===== config.mk =====
export PLATFORM = sky130hd
export DESIGN_NAME = seg7_scan_2d
export DESIGN_NICKNAME = d
export VERILOG_FILES = /design/src/rtl/seg_pkg.sv /design/src/rtl/sync_stable.sv /design/src/rtl/seg7_scan_2d.sv
export SDC_FILE = /design/constraint.sdc
export NUM_CORES = 1
export LEC_CHECK = 0
export CAP_MARGIN = 20
export CELL_PAD_IN_SITES_DETAIL_PLACEMENT = 0
export CELL_PAD_IN_SITES_GLOBAL_PLACEMENT = 1
export CORE_MARGIN = 2
export CORE_UTILIZATION = 39
export CTS_BUF_LIST = sky130_fd_sc_hd__clkbuf_4
export DETAILED_ROUTE_END_ITERATION = 7
export PLACE_DENSITY = 0.67
export SETUP_SLACK_MARGIN = 0.5
export SYNTH_ARGS = -nofsm -noshare
export SYNTH_HDL_FRONTEND = slang
export SYNTH_SLANG_ARGS = --single-unit

===== constraint.sdc =====
create_clock -name clk_ref -period 5.95 [get_ports clk_ref]
set_input_delay 0.595 -clock clk_ref [delete_from_list [all_inputs] [get_ports clk_ref]]
set_output_delay 0.595 -clock clk_ref [all_outputs]
set_load 0.02 [all_outputs]

===== src/rtl/seg_pkg.sv =====
// seg_pkg: scan-state encoding and active-low 7-segment helpers shared by display blocks
package seg_pkg;
  typedef enum logic [1:0] {S_ONES, S_GAP0, S_TENS, S_GAP1} scan_t;
  localparam logic [6:0] SEG_OFF = 7'h7F;
  localparam logic [9:0][6:0] SEG_TAB = {7'h10, 7'h00, 7'h78, 7'h02, 7'h12,
                                         7'h19, 7'h30, 7'h24, 7'h79, 7'h40};
  function automatic logic [6:0] seg_enc(input logic [3:0] d);
    return d < 4'd10 ? SEG_TAB[d] : SEG_OFF;
  endfunction
endpackage


===== src/rtl/sync_stable.sv =====
// sync_stable: 2-flop synchroniser plus stability filter; a value passes only after it holds steady
module sync_stable #(
  parameter int W          = 4,
  parameter int STABLE_CYC = 4
) (
  input  logic         clk_ref,
  input  logic         rst,
  input  logic [W-1:0] din,
  output logic [W-1:0] dout
);
  localparam int CW = $clog2(STABLE_CYC + 1);
  localparam logic [CW-1:0] CMAX = CW'(STABLE_CYC);
  localparam logic [CW-1:0] LOAD_AT = CW'(STABLE_CYC - 1);
  logic [W-1:0] s1, s2, prev;
  logic [CW-1:0] stab_cnt;
  logic same;
  // only the settled flop s2 and its history feed logic, never the metastable-prone s1
  assign same = s2 == prev;
  always_ff @(posedge clk_ref or negedge rst)
    if (!rst) begin
      s1 <= '0;
      s2 <= '0;
      prev <= '0;
      stab_cnt <= '0;
      dout <= '0;
    end else begin
      s1 <= din;
      s2 <= s1;
      prev <= s2;
      stab_cnt <= !same ? '0 : stab_cnt == CMAX ? CMAX : stab_cnt + 1'b1;
      if (same && (stab_cnt == LOAD_AT || stab_cnt == CMAX)) dout <= s2;
    end
endmodule


===== src/rtl/seg7_scan_2d.sv =====
// seg7_scan_2d: brings a 0-15 count into clk_ref and scans it onto a 2-digit common-anode display
module seg7_scan_2d
  import seg_pkg::*;
#(
  parameter int SCAN_DIV   = 62500,
  parameter int GAP_CYC    = 64,
  parameter int STABLE_CYC = 4,
  parameter bit BLANK_LZ   = 1'b1
) (
  input  logic       clk_ref,
  input  logic       rst,
  input  logic [3:0] cnt_in,
  output logic [6:0] seg,
  output logic [1:0] an,
  output logic       dp
);
  localparam int MAXD = SCAN_DIV > GAP_CYC ? SCAN_DIV : GAP_CYC;
  localparam int PW = $clog2(MAXD + 1);
  localparam logic [PW-1:0] SCAN_LAST = PW'(SCAN_DIV - 1);
  localparam logic [PW-1:0] GAP_LAST = PW'(GAP_CYC - 1);
  logic [3:0] val_reg, ones, tens, ones_q, tens_q;
  logic [PW-1:0] phase;
  logic last;
  scan_t state;
  sync_stable #(.W(4), .STABLE_CYC(STABLE_CYC)) u_sync (
    .clk_ref(clk_ref),
    .rst(rst),
    .din(cnt_in),
    .dout(val_reg)
  );
  assign tens = {3'b000, val_reg >= 4'd10};
  assign ones = val_reg >= 4'd10 ? val_reg - 4'd10 : val_reg;
  assign last = (state == S_ONES || state == S_TENS) ? phase == SCAN_LAST : phase == GAP_LAST;
  assign dp = 1'b1;
  // digits latch only when the tens digit goes dark, so a lit digit never changes mid-frame
  always_ff @(posedge clk_ref or negedge rst)
    if (!rst) begin
      state <= S_GAP1;
      phase <= '0;
      ones_q <= '0;
      tens_q <= '0;
      seg <= SEG_OFF;
      an <= 2'b11;
    end else begin
      phase <= last ? '0 : phase + 1'b1;
      if (last) state <= scan_t'(state + 2'd1);
      if (last && state == S_TENS) begin
        ones_q <= ones;
        tens_q <= tens;
      end
      an <= state == S_ONES ? 2'b10 : state == S_TENS ? 2'b01 : 2'b11;
      seg <= state == S_ONES ? seg_enc(ones_q) :
             state == S_TENS && !(BLANK_LZ && tens_q == 4'd0) ? seg_enc(tens_q) : SEG_OFF;
    end
endmodule


# Word-level counts from Yosys, hierarchy flattened
# Memory sizes are Yosys's and may differ from the RTL's.
# Cells that the tools add are included.
# word_totals
ff_bits,51
mem_bits_ro,112
input_bits,6
out_inout_bits,10
wordCells,49
memories,1
# op_classes
add_sub_neg,4
n_lt_le_gt_ge,5
n_eq_ne,6
muxes,14
reduce_logical,8
# memory_table
memory,words,width,rd,rd_clocked_by_memory_dff,write_ports,line,rtl
(no name shown),16,7,1,0,0,seg_pkg.sv:8,return d < 4'd10 ? SEG_TAB[d] : SEG_OFF;
# ops
op,n
7-bit 2-to-1 mux,6
16-bit by 1-bit adder with 16-bit output (second input constant),1
16-bit equality test (second input constant),1
16-bit by 6-bit equality test with 1-bit output (second input constant),1
16-bit 2-to-1 mux,1
3-bit 2-to-1 mux,2
6-bit 2-to-1 mux,1
1-bit by 5-bit < comparator with 1-bit output (second input constant),1
4-bit by 5-bit < comparator with 1-bit output (second input constant),1
4-bit equality test,1
4-bit >= comparator (second input constant),1
4-bit logical NOT,1
1-bit by 4-bit < comparator with 1-bit output (second input constant),1
4-bit < comparator (second input constant),1
2-bit 2-to-1 mux,2
4-bit 2-to-1 mux,1
4-bit subtractor (second input constant),1
3-bit by 1-bit adder with 3-bit output (second input constant),1
3-bit by 2-bit equality test with 1-bit output (second input constant),1
3-bit equality test (second input constant),1
1-bit logical AND,3
2-bit by 1-bit adder with 2-bit output (second input constant),1
2-bit equality test (second input constant),1
2-bit logical NOT,1
3 further kinds,4

# Logic depth before layout (Yosys ltp)
# Gate-level depths: netlist of the first run.
# logic_depth
word_depth,5
depth_mapped,8

# Cells and area by module
# Synthesis of the first run repeated with hierarchy kept, for this count alone.
# hier_totals
cells_unflattened,198
hier_area_um2,2314.7
# by_module_without_submodules
module,instances,cells_per_inst,area_per_inst_um2,seq_area_each_um2
seg7_scan_2d,1,157,1661.6,814.5
sync_stable,1,41,653.1,475.5

# Least setup slack after synthesis of the first run
# Ideal clock, no wire load.
# synth_path
kind,register to register
from,reg state[0]
to,reg ones_q[0]
setup_ns,0.125
arrival_time_ns,2.036
required_time_ns,5.825
path_slack_ns,3.789
path_stages_with_launch,8
n_path_buf,1
period_less_slack_ns,2.161
cell_sequence,dfstp_2 inv_1 ha_1 clkbuf_1 nor2_2 xnor2_1 nor4_4 mux2_2
# synth_between
elab_chain_cells,4
word_cells_on_any_way,5
classes_between,eq/ne (1); mux (1); reduce/logical (3)
# synth_lines
element,line,rtl
from (decl),seg7_scan_2d.sv:24,scan_t state;
from (signal assigned),seg7_scan_2d.sv:46,if (last) state <= scan_t'(state + 2'd1);
2-bit equality test or 2-bit logical NOT (tied branches),"seg7_scan_2d.sv:33, seg7_scan_2d.sv:47",
1-bit logical OR,seg7_scan_2d.sv:33,assign last = (state == S_ONES || state == S_TENS) ? phase == SCAN_LAST : phase == GAP_LAST;
1-bit 2-to-1 mux,seg7_scan_2d.sv:33,
1-bit logical AND *,seg7_scan_2d.sv:47,if (last && state == S_TENS) begin
to (signal assigned),seg7_scan_2d.sv:48,ones_q <= ones;
to (decl),seg7_scan_2d.sv:21,"logic [3:0] val_reg, ones, tens, ones_q, tens_q;"
# Every way passes the cells marked *; elsewhere a longest branch is shown, timed or not.
# A chain may end at the register's enable or synchronous reset.

# Worst setup path after layout of the first run
# layout_path
from,reg state[0]
to,reg state[1]
# layout_between
elab_chain_cells,3
word_cells_on_any_way,5
classes_between,add/sub (1); eq/ne (1); mux (1); reduce/logical (2)
# layout_lines
element,line
2-bit equality test or 2-bit logical NOT (tied branches),seg7_scan_2d.sv:33
1-bit logical OR,seg7_scan_2d.sv:33
1-bit 2-to-1 mux,seg7_scan_2d.sv:33
# Several ways; a longest one is shown, not always the timed one.

==> results of run 1 <==
[logic make-up after synthesis]
family	count (synthesis)	share of synthesized area, %
other	1	0.158
multiplexers	11	5.07
flip-flops	51	54.5
AO/OA/AOI/OAI	25	6.29
XOR/XNOR	18	6.66
adder cells (fa/ha/maj)	12	6.34
AND/OR/NAND/NOR	63	16.6
buffers and inverters	22	4.39
[path summary, 6_finish.rpt]
path / to / cells past startpoint
max: state[1] / 6
min: phase[11] / 2
max reg2reg: state[1] / 6
min reg2reg: u_sync.s2[0] / 0
max in group asynchronous: phase[5] / 2
min in group clk_ref: u_sync.s2[0] / 0
[placed cells by master (no fill, tap or decap), types with 8 or more instances in the layout]
cell             synthesis  final
mux2_2                   8      8
ha_1                    12     12
xnor2_1                 12     12
o21ai_0                  9      9
clkdlybuf4s50_1          0     13
dfrtp_1                 40     40
inv_1                   16     16
dfstp_2                 11     11
nand3_1                  9      9
nor2_1                  15     15
a21oi_1                  9      9
[stage by stage]
stage	hold WS [ns]	cell area [µm²]
3_5_place_dp	0.336	2560
5_1_grt	0.346	2620
6_report	0.314	2620
4_1_cts	0.328	2620
3_3_place_gp	0.333	2560
2_1_floorplan	0.299	2370
[critical path, delay by kind of cell (launching register included)]
kind	cells	cell delay, ns
mux	1	0.41
flops	1	0.59
fa+ha+maj	1	0.31
simple gates	2	0.87
xor+xnor	1	0.15
buf+inv	1	0.10
[final cells by class]
cell class                 instances  area share (%)
sequential                        51            49.2
inverter                          16            2.29
timing repair buffer              15            5.44
tap                               75            3.58
clock buffer                       6            1.72
clock inverter                     2           0.621
multi-input combinational        130            37.1
[flip-flops by register name, summed over array words and instances, names as in the netlist]
| register | flops |
|---|---|
| phase | 16 |
| seg | 7 |
| ones_q | 4 |
| u_sync.dout | 4 |
| u_sync.prev | 4 |
| u_sync.s1 | 4 |
| u_sync.s2 | 4 |
| u_sync.stab_cnt | 3 |
| an | 2 |
| state | 2 |
| tens_q | 1 |
[per-layer routing]
metal | wire (µm) | global-route usage (%) | part of all wire [%]
met1 | 1730 | 17.7 | 49
met2 | 1640 | 19.8 | 46
met3 | 128 | 3.30 | 3.6
met4 | 38 | 3.50 | 1.1
met5 | 0 | 0 | 0
[power by group]
part           leakage (nW)  switching, W  total [W]  internal, W
Clock                0.0323      0.000108   0.000161    0.0000526
Sequential            0.630    0.00000257   0.000354     0.000352
Combinational         0.402    0.00000891  0.0000143   0.00000544
Total                  1.06      0.000120   0.000529     0.000410
==> results.sh, run 1 <==
export IMPL_regArea_um2=1290
export IMPL_endpoint_kind="flop"
export IMPL_vias=1436
export IMPL_cts_htree_levels=2
export IMPL_finalCritPeriodShare_pct=41.6
export IMPL_port_buffers=14
export IMPL_overflow=0
export IMPL_post_cts_resized=0
export IMPL_crit_start="state[0]"
export IMPL_rsz0062_at_grt="no"
export IMPL_critPathArrivalTime_ns=2.79
export IMPL_dpl_cell_count=287
export IMPL_setup_ws_ns=3.47
export IMPL_detail_route_wl_per_cell_um=12.0
export IMPL_finalCriticalPeriod_ns=2.48
export IMPL_async_reset_ff_share_pct=100
export IMPL_syn_nets=221
export IMPL_yosys_register_bits=51
export IMPL_grt_pass1_vias=1438
export IMPL_synth_edf_count=0
export IMPL_power_density_nw_per_um2=202
export IMPL_grt_pass1_wl_um=6640
export IMPL_reg2reg_slack_ns=3.47
export IMPL_p_leak_nw=1.06
export IMPL_cp_max_fo=13
export IMPL_detail_route_antenna_nets=0
export IMPL_setup_viol=0
export IMPL_die_h_um=81.9
export IMPL_area_growth_pct=10.7
export IMPL_cts_root_buf="clkbuf_4"
export IMPL_critPathKind="reg -> reg"
export IMPL_cts_path_max_buffers=2
export IMPL_peakVddDrop_mv=0.135
export IMPL_cts_tree="built"
export IMPL_final_util_pct=44.5
export IMPL_slowest_stage="nor4_4"
export IMPL_synth_warnings=0
export IMPL_synth_ff_type="dfrtp_1"
export IMPL_worst_hold_path_type="in -> async"
export IMPL_ys_seq_area_share_pct=54.5
export IMPL_synth_distinct_cells=43
export IMPL_drv_slew=0
export IMPL_cp_required_ns=6.26
export IMPL_hold_buffers=0
export IMPL_crit_reg2reg_launch="state[0]"
export IMPL_drtPass1Iterations=4
export IMPL_finalHoldViolCount=0
export IMPL_pre_cts_slack_ns=3.43
export IMPL_multiInputGateArea_um2=973
export IMPL_pin_count=16
export IMPL_synthTopCellsByCount="dfrtp_1, inv_1, nor2_1, ha_1, xnor2_1"
export IMPL_start_util_pct=40.2
export IMPL_final_cells=295
export IMPL_ys_top_cells_by_area="dfrtp_1, dfstp_2, ha_1, xnor2_1, mux2_2"
export IMPL_clkSlewWorstSetupHoldPaths_ns=0.15
export IMPL_coreArea_um2=5890
export IMPL_track_usage_pct=12.7
export IMPL_synth_area_um2=2370
export IMPL_skew_ns=0.0100
export IMPL_numCtsBuffers=5
export IMPL_gp_congestion=0.752
export IMPL_synth_area_per_cell_um2=11.7
export IMPL_drc=0
export IMPL_synth_top_area_cell="dfrtp_1"
export IMPL_hpwlAfterDp_um=2540
export IMPL_clk_latency_ns=0.36
export IMPL_antenna_found_initial=0
export IMPL_crit_chain="inv_1 -> ha_1 -> nor2_2 -> xnor2_1 -> nor4_4 -> mux2_2"
export IMPL_layout_nets=237
export IMPL_worstSetupStartpointType="flop"
export IMPL_grt_max_degree=52
export IMPL_num_rows=28
export IMPL_maxSlewHeadroom_pct=49.1
export IMPL_drt_iter0_drc=28
export IMPL_antennaDiodeCount=0
export IMPL_netlist_area_leader_share_pct=42.3
export IMPL_vias_per_cell=4.87
export IMPL_drv_cap=0
export IMPL_fmax_mhz=404
export IMPL_drive_gt1_share_pct=17.7
export IMPL_synthCells=203
export IMPL_postCtsSetupRepairBufs=0
export IMPL_fp_dieW_um=81.9
export IMPL_routed_wl_um=3550
export IMPL_slowest_delay_ns=0.72
export IMPL_total_power_w=0.000529
export IMPL_tns_ns=0
export IMPL_die_area_um2=6710
export IMPL_yosys_cell_count_top_type="dfrtp_1"
export IMPL_status="completed"
export IMPL_worst_pin_slew_ns=0.757
export IMPL_fillers=578
export IMPL_cts_sinks=51
(Power assumes the default switching activity.)
==> run 2, diff against run 1 <==
- PLACE_DENSITY: 0.67 -> 0.7
- clock period: 5.95 -> 2.1 ns (I/O delays scaled with it)
==> results.sh, run 2 (synthesized netlist as in run 1, its figures left out) <==
export IMPL_status="completed"
export IMPL_drc=0
export IMPL_finalCritPeriodShare_pct=85.6
export IMPL_drv_slew=0
export IMPL_tns_ns=0
export IMPL_worst_pin_slew_ns=0.647
export IMPL_reg2reg_slack_ns=0.30
export IMPL_fmax_mhz=556
export IMPL_numCtsBuffers=5
export IMPL_finalCriticalPeriod_ns=1.80
export IMPL_die_h_um=81.9
export IMPL_coreArea_um2=5890
export IMPL_power_density_nw_per_um2=518
export IMPL_vias=1552
export IMPL_layout_commonest_cell="dfrtp_1"
export IMPL_peakVddDrop_mv=0.249
export IMPL_die_area_um2=6710
export IMPL_drtPass1Iterations=4
export IMPL_cts_htree_levels=2
export IMPL_cp_max_fo=4
export IMPL_fp_dieW_um=81.9
export IMPL_drv_cap=0
export IMPL_detail_route_antenna_nets=0
export IMPL_critPathArrivalTime_ns=2.09
export IMPL_final_cells=315
export IMPL_antennaDiodeCount=0
export IMPL_cts_root_buf="clkbuf_4"
export IMPL_num_rows=28
export IMPL_drive_gt1_share_pct=32.5
export IMPL_critPathKind="reg -> reg"
export IMPL_rsz0062_at_grt="yes"
export IMPL_setup_viol=0
export IMPL_clkSlewWorstSetupHoldPaths_ns=0.17
export IMPL_overflow=0
export IMPL_top_layer="met4"
export IMPL_clk_latency_ns=0.38
export IMPL_drt_iter0_drc=102
export IMPL_area_growth_pct=24.2
export IMPL_grt_pass1_wl_um=7280
export IMPL_vias_per_cell=4.93
export IMPL_routed_wl_um=4270
export IMPL_routed_wl_met3_um=120
export IMPL_reg_largest_list="phase x16, seg x7"
export IMPL_cts_sinks=51
export IMPL_endpoint_kind="flop"
export IMPL_gp_congestion=0.751
export IMPL_dr_wl_met2_um=2040
export IMPL_p_leak_nw=1.22
export IMPL_cts_tree="built"
export IMPL_cts_path_max_buffers=2
export IMPL_cp_required_ns=2.39
export IMPL_detail_route_wl_per_cell_um=13.6
export IMPL_track_usage_pct=14.5
export IMPL_hpwlAfterDp_um=2940
export IMPL_worst_hold_path_type="in -> reg"
export IMPL_regMostFlops="phase"
export IMPL_grt_max_degree=30
export IMPL_pin_count=16
export IMPL_final_cell_mix="dfrtp_1, buf_4, inv_1"
export IMPL_maxSlewHeadroom_pct=56.8
export IMPL_antenna_found_initial=0
export IMPL_largest_reg_flops=16
export IMPL_skew_ns=0.0177
export IMPL_start_util_pct=40.2
export IMPL_layout_nets=257
export IMPL_dpl_cell_count=295
export IMPL_worstSetupStartpointType="flop"
export IMPL_grt_pass1_vias=1570
export IMPL_port_buffers=14
export IMPL_finalHoldViolCount=0
export IMPL_wl_met1_um=2050
==> run 2: changes by cell type in the layout (fill, tap and decap cells not counted), moves of 3 or more <==
cell	delta
buf_4	+16
buf_6	+3
clkdlybuf4s50_1	-9
dfrtp_1	-3
dfrtp_2	+3
dlygate4sd2_1	+9
ha_1	-3
ha_4	+3
mux2_2	-8
mux2_4	+8
nor2_1	-4
==> run 2: final timing paths <==
path / start / to / cells after the start
min reg2reg: u_sync.s1[1] / u_sync.s2[1] / 0
min: cnt_in[0] / u_sync.s1[0] / 1
max: state[1] / ones_q[1] / 6
max in group asynchronous: rst / u_sync.dout[1] / 3
max reg2reg: state[1] / ones_q[1] / 6
min in group asynchronous: rst / u_sync.stab_cnt[0] / 2
==> run 2: final cells by class <==
type / instances / area, µm²
Tap cell: 75 / 93.8
Multi-Input combinational cell: 130 / 1130
Clock buffer: 5 / 37.5
Clock inverter: 3 / 25.0
Timing Repair Buffer: 35 / 295
Inverter: 16 / 62.6
Fill cell: 534 / 2950
Sequential cell: 51 / 1290
==> run 2: through the flow <==
stage          area, µm²  power, W  hold slack [ns]  util [%]  setup slack [ns]
2_1_floorplan       2440   0.00103          -0.0856         -             0.177
3_3_place_gp        2680   0.00107            0.283      45.6             0.148
3_5_place_dp        2680   0.00107            0.275      45.6             0.134
4_1_cts             2830   0.00154            0.225      48.2             0.260
5_1_grt             2940   0.00159            0.200      49.9             0.253
6_report            2940   0.00152            0.239      49.9             0.303
==> run 2: critical path, cell delays in order, from the launching register on <==
cell	delay (ns)
dfstp_2	0.57
buf_6	0.10
ha_4	0.15
nand4b_1	0.15
nor4_4	0.27
buf_4	0.19
mux2_4	0.30
==> run 2: report_power, final <==
part            total, W  switching [W]  internal, W
Sequential       0.00100     0.00000720     0.000996
Combinational  0.0000473      0.0000282    0.0000192
Clock           0.000470       0.000335     0.000135
==> run 2: layer usage <==
metal	GRT usage, %	vias up
met5	0	-
met4	5.67	0
met3	4.07	6
met2	22.6	17
met1	19.0	765
li1	-	764
==> run 2: what timing repair did <==
action | CTS | global route
endpoints found under the setup margin | 31 | 22
pin swaps | 5 | 11
hold endpoints to repair | 16 | 0
buffers inserted | 7 | 4
gates resized for setup | 19 | 17
hold buffers | 1 | 0
